**config.mk**
```make
export PLATFORM = sky130hd
export DESIGN_NAME = breath_led_pwm
export DESIGN_NICKNAME = d
export VERILOG_FILES = /design/src/rtl/breath_pkg.sv /design/src/rtl/breath_led_pwm_pwm_core.sv /design/src/rtl/breath_led_pwm.sv
export SDC_FILE = /design/constraint.sdc
export NUM_CORES = 1
export LEC_CHECK = 0
export CAP_MARGIN = 25
export CORE_MARGIN = 3
export CORE_UTILIZATION = 35
export DETAILED_ROUTE_END_ITERATION = 10
export DONT_BUFFER_PORTS = 1
export PLACE_DENSITY_LB_ADDON = 0.3
export RECOVER_POWER = 50
export SLEW_MARGIN = 20
export SYNTH_ARGS = -nofsm -noshare
export SYNTH_HDL_FRONTEND = slang
export SYNTH_HIERARCHICAL = 1
export SYNTH_SLANG_ARGS = --single-unit
```
**constraint.sdc**
```tcl
create_clock -name sys_clk -period 4.4 [get_ports sys_clk]
set_input_delay 0.88 -clock sys_clk [delete_from_list [all_inputs] [get_ports sys_clk]]
set_output_delay 0.88 -clock sys_clk [all_outputs]
set_load 0.05 [all_outputs]
```
**src/rtl/breath_pkg.sv**
```systemverilog
// Shared types and width helpers for the breathing-LED PWM block.
package breath_pkg;

    typedef enum logic [2:0] {
        IDLE    = 3'd0,
        RISE    = 3'd1,
        HOLD_HI = 3'd2,
        FALL    = 3'd3,
        HOLD_LO = 3'd4
    } state_t;

    // Number of PWM ticks in one period; also the largest legal duty value.
    function automatic int full_of(input int pwm_w);
        return 1 << pwm_w;
    endfunction

    // Duty needs one extra bit so that FULL itself is representable.
    function automatic int duty_w_of(input int pwm_w);
        return pwm_w + 1;
    endfunction

endpackage

```
**src/rtl/breath_led_pwm_pwm_core.sv**
```systemverilog
// PWM carrier: tick-advanced counter, wrap detect and registered duty compare.
module pwm_core #(
    parameter int PWM_W = 8
) (
    input  logic           clk,
    input  logic           rst,
    input  logic           tick,
    input  logic           clr,
    input  logic [PWM_W:0] duty,
    output logic           led,
    output logic           wrap
);

    logic [PWM_W-1:0] cnt;

    assign wrap = tick && (cnt == '1);

    always_ff @(posedge clk or posedge rst) begin
        if (rst) begin
            cnt <= '0;
        end else if (clr) begin
            cnt <= '0;
        end else if (tick) begin
            cnt <= cnt + 1'b1;
        end
    end

    // Duty is forced to zero whenever the FSM is idle, so the compare alone keeps led low there.
    always_ff @(posedge clk or posedge rst) begin
        if (rst) begin
            led <= 1'b0;
        end else begin
            led <= ({1'b0, cnt} < duty);
        end
    end

endmodule

```
**src/rtl/breath_led_pwm.sv**
```systemverilog
// Breathing-LED controller: ramps PWM duty up, holds, ramps down, holds, one step per PWM period.
// Handshake: tick_en is a one-cycle enable; an advance is any cycle with tick_en=1 and en=1.
module breath_led_pwm
    import breath_pkg::*;
#(
    parameter int PWM_W        = 8,
    parameter int STEP         = 4,
    parameter int HOLD_PERIODS = 16
) (
    input  logic           sys_clk,
    input  logic           sys_rst,
    input  logic           tick_en,
    input  logic           en,
    output logic           led,
    output logic [PWM_W:0] duty,
    output logic           period_done,
    output logic [2:0]     state_o
);

    localparam int DW   = duty_w_of(PWM_W);
    localparam int AW   = PWM_W + 2;
    localparam int FULL = full_of(PWM_W);
    localparam int HW   = (HOLD_PERIODS > 1) ? $clog2(HOLD_PERIODS) : 1;

    localparam logic [AW-1:0] FULL_A    = AW'(FULL);
    localparam logic [AW-1:0] STEP_A    = AW'(STEP);
    localparam logic [DW-1:0] FULL_D    = DW'(FULL);
    localparam logic [DW-1:0] STEP_D    = DW'(STEP);
    localparam logic [HW-1:0] HOLD_LAST = HW'(HOLD_PERIODS - 1);

    state_t          state_q, state_d;
    logic [DW-1:0]   duty_d;
    logic [HW-1:0]   hold_q, hold_d;
    logic            advance;
    logic            wrap;
    logic [AW-1:0]   duty_ext;
    logic [AW-1:0]   up_sum;
    logic [DW-1:0]   duty_up;
    logic [DW-1:0]   duty_dn;

    assign advance = tick_en & en;
    assign state_o = state_q;

    // Saturating step arithmetic; the wider sum cannot overflow before the clamp.
    assign duty_ext = {1'b0, duty};
    assign up_sum   = duty_ext + STEP_A;
    assign duty_up  = (up_sum > FULL_A) ? FULL_D : up_sum[DW-1:0];
    assign duty_dn  = (duty_ext > STEP_A) ? (duty - STEP_D) : '0;

    pwm_core #(
        .PWM_W (PWM_W)
    ) u_pwm_core (
        .clk  (sys_clk),
        .rst  (sys_rst),
        .tick (advance),
        .clr  (~en),
        .duty (duty),
        .led  (led),
        .wrap (wrap)
    );

    always_comb begin
        state_d = state_q;
        duty_d  = duty;
        hold_d  = hold_q;
        if (!en) begin
            state_d = IDLE;
            duty_d  = '0;
            hold_d  = '0;
        end else if (advance) begin
            if (state_q == IDLE) begin
                state_d = RISE;
                duty_d  = '0;
                hold_d  = '0;
            end else if (wrap) begin
                case (state_q)
                    RISE: begin
                        duty_d = duty_up;
                        if (duty_up == FULL_D) begin
                            state_d = HOLD_HI;
                            hold_d  = '0;
                        end
                    end
                    HOLD_HI: begin
                        if (hold_q == HOLD_LAST) begin
                            state_d = FALL;
                            hold_d  = '0;
                        end else begin
                            hold_d = hold_q + 1'b1;
                        end
                    end
                    FALL: begin
                        duty_d = duty_dn;
                        if (duty_dn == '0) begin
                            state_d = HOLD_LO;
                            hold_d  = '0;
                        end
                    end
                    HOLD_LO: begin
                        if (hold_q == HOLD_LAST) begin
                            state_d = RISE;
                            hold_d  = '0;
                        end else begin
                            hold_d = hold_q + 1'b1;
                        end
                    end
                    default: begin
                        state_d = IDLE;
                        duty_d  = '0;
                        hold_d  = '0;
                    end
                endcase
            end
        end
    end

    always_ff @(posedge sys_clk or posedge sys_rst) begin
        if (sys_rst) begin
            state_q     <= IDLE;
            duty        <= '0;
            hold_q      <= '0;
            period_done <= 1'b0;
        end else begin
            state_q     <= state_d;
            duty        <= duty_d;
            hold_q      <= hold_d;
            period_done <= wrap;
        end
    end

endmodule
```
==> run metrics <==
Filler cells=575; top cells by area, synth=dfrtp_1 32%, ha_1 7.3%, inv_1 3.5%; Post-DP HPWL=3.71 mm; most frequent cells after synthesis=26 x dfrtp_1, 19 x inv_1, 18 x nand2_1, 18 x nor2_1, 12 x ha_1; Die ar.=6820 µm²; Clk Latency, worst-skew pair=0.27 ns; largest net degree at the start of global routing=19; Leakage=0.869 nW; 1st-iter DRT viols=149; sequential share of the synthesized area=0.317; area share of the largest cell type after synthesis=0.317; final antenna-violating net count=0; Worst EP arrival=2.90 ns; post-synthesis cell count=229; CTS buffer count=3; CTS tree=yes; number of global-route vias before repair=1544; antenna violations before repair=0; overall die width=82.6 µm; drt via density=5.90; Root Buffer Master=clkbuf_8; power density cells=315 nW/µm²; area occupied by multi-input gates=1240 µm²; routability congestion estimate=0.827; PortBufs=0; RSZ-0062 raised after global routing=false; Slowest Stage Delay on Critical Path=0.94 ns; Simple-Gate Fraction of Synth Area=0.248; Max Freq=365 MHz; CP Cell Sequence=ha_1 -> nand2_1 -> or3_1 -> nor3_2 -> a211oi_4 -> mux2_4; syn nets=245; core area=5570 µm²; Tmin final=2.74 ns; Adder-Cell Fraction of Synth Area=0.0732; Overall Power=0.667 mW; mux cell area share after synthesis=0.0354; total grt overflow=0; status=complete, no violations; Area growth syn-to-layout=2.99%; Setup violations, final=0; Total Routing Usage GR=0.150; XOR/XNOR Fraction of Synth Area=0.0427; setup TNS=0 ns; diode count=0; worst-margin pin slew=1.09 ns; max-cap violations=0; Longest Clk Path Bufs=2; Main synth FF type=dfrtp_1; cts repair resizes=0; Setup CP Type=reg2reg; number of flops mapped to enable cells by yosys=0; Max transition margin=0.274; final clock skew=0.00823 ns; Initial Util=0.368; Slowest-stage cell, CP=dfrtp_1; Fin. Hold Viols=0; hold crit path type=in2async; Final Cycle Share=0.622; leading area contributor after synthesis=dfrtp_1; warnings from Yosys=6; VDD IR-drop max=0.234 mV; Pre-antenna DRT Iters=4; Setup crit end kind=flop; asr flop ratio synth=1.00; H-tree Lvls=1; Post-CTS Hold Fix Bufs=0; top-count cell post-synth=dfrtp_1; largest family of logic cells by synthesized area=simple AND/OR/NAND/NOR gates; Avg Inst Size Synth=8.96 µm²; final WL=4.99 mm; Setup crit start kind=flop; clock sinks=26; Yosys reg bits=26; Remaining DRCs=0; Slew Limit Fails=0; height of the die=82.6 µm; # IOs=18; Post-Syn Area=2050 µm²; sequential standard cell area=651 µm²; Req. time, crit path=4.56 ns; average routed wire per standard cell=17.0 µm; worst-path maximum fanout=14; first-pass GRT wire length=7.89 mm; # rows=27; setup bufs post-CTS=0; Clk pin slew, worst setup/hold paths=0.10 ns; area fraction in compound gates after synthesis=0.215; vias post-DR=1735; Nets=239; layout cells sized above 1=0.0811; Synth cell types=59
==> area by class of cell <==
type	instances	share of cell area
multi-input cells	172	0.588
clock buffers	4	0.0261
inverters	20	0.0355
well taps	72	0.0426
flip-flops and latches	26	0.308
==> cell families after synthesis <==
family,Yosys count
buf+inv,31
mux,5
fa+ha+maj,12
xor+xnor,10
flops,26
simple gates,88
compound gates,57
==> sequential cells by signal, indices dropped and copies added, names as in the netlist <==
name	cells
duty	9
state_o	3
u_pwm_core/led	1
period_done	1
hold_q	4
u_pwm_core/cnt	8
==> cell usage in the layout, fill, tap and decap left out, types with 2 or more instances in the layout <==
cell,n
nor2_1,18
nand4_1,7
clkbuf_8,4
ha_1,12
o211ai_1,3
mux2_4,2
a31oi_1,6
and3_1,2
or3_1,4
nor3b_1,2
mux2i_1,2
nand2_1,18
o21ai_0,10
xnor2_1,7
a2111oi_0,3
inv_1,19
o21a_1,2
xor2_1,3
a211o_1,4
a21oi_1,9
nand3_1,7
nor4_1,3
and2_1,4
dfrtp_1,26
a21o_1,3
nor3_1,10
nor3_2,2
o21ai_1,2
==> path summary, 6_finish.rpt <==
check | startpoint | endpoint | slack, ns | cells past startpoint
max | duty[2] | state_o[0] | 1.66 | 6
min in group sys_clk | hold_q[3] | hold_q[3] | 0.51 | 1
min | sys_rst | u_pwm_core/led | 0.45 | 1
max in group asynchronous | sys_rst | period_done | 3.35 | 1
min reg2reg | hold_q[3] | hold_q[3] | 0.51 | 1
max reg2reg | duty[2] | state_o[0] | 1.66 | 6
==> routing by layer <==
metal | track usage | up-vias | share of wire
li1 | - | 828 | -
met1 | 0.217 | 832 | 0.48
met2 | 0.240 | 73 | 0.45
met3 | 0.0325 | 2 | 0.074
met4 | 0.0114 | 0 | 0.0016
met5 | 0 | - | 0
==> power breakdown <==
group	total, mW	switching, mW	internal (mW)
Clock	0.157	0.0771	0.0800
Sequential	0.323	0.0727	0.250
Combinational	0.187	0.111	0.0763
Total	0.667	0.260	0.406
==> per-stage QoR <==
stage / worst slack [ns] / cell area, µm² / util / instances / hold slack (ns)
floorplan: 1.79 / 2050 / - / 229 / 0.451
global placement: 1.59 / 2070 / 0.372 / 290 / 0.492
detailed placement: 1.54 / 2070 / 0.372 / 290 / 0.486
CTS: 1.67 / 2130 / 0.382 / 294 / 0.467
global route: 1.48 / 2110 / 0.379 / 294 / 0.487
finish: 1.66 / 2110 / 0.379 / 294 / 0.451
==> worst max-delay path: cells and delay by family, from the launching register on <==
family	cells	cell delay, ns
AOI/OAI and AO/OA	1	0.13
adders and majority gates	1	0.42
DFF	1	0.94
muxes	1	0.32
and+or+nand+nor	3	0.80
No activity file was read; power rests on OpenSTA's default activity.
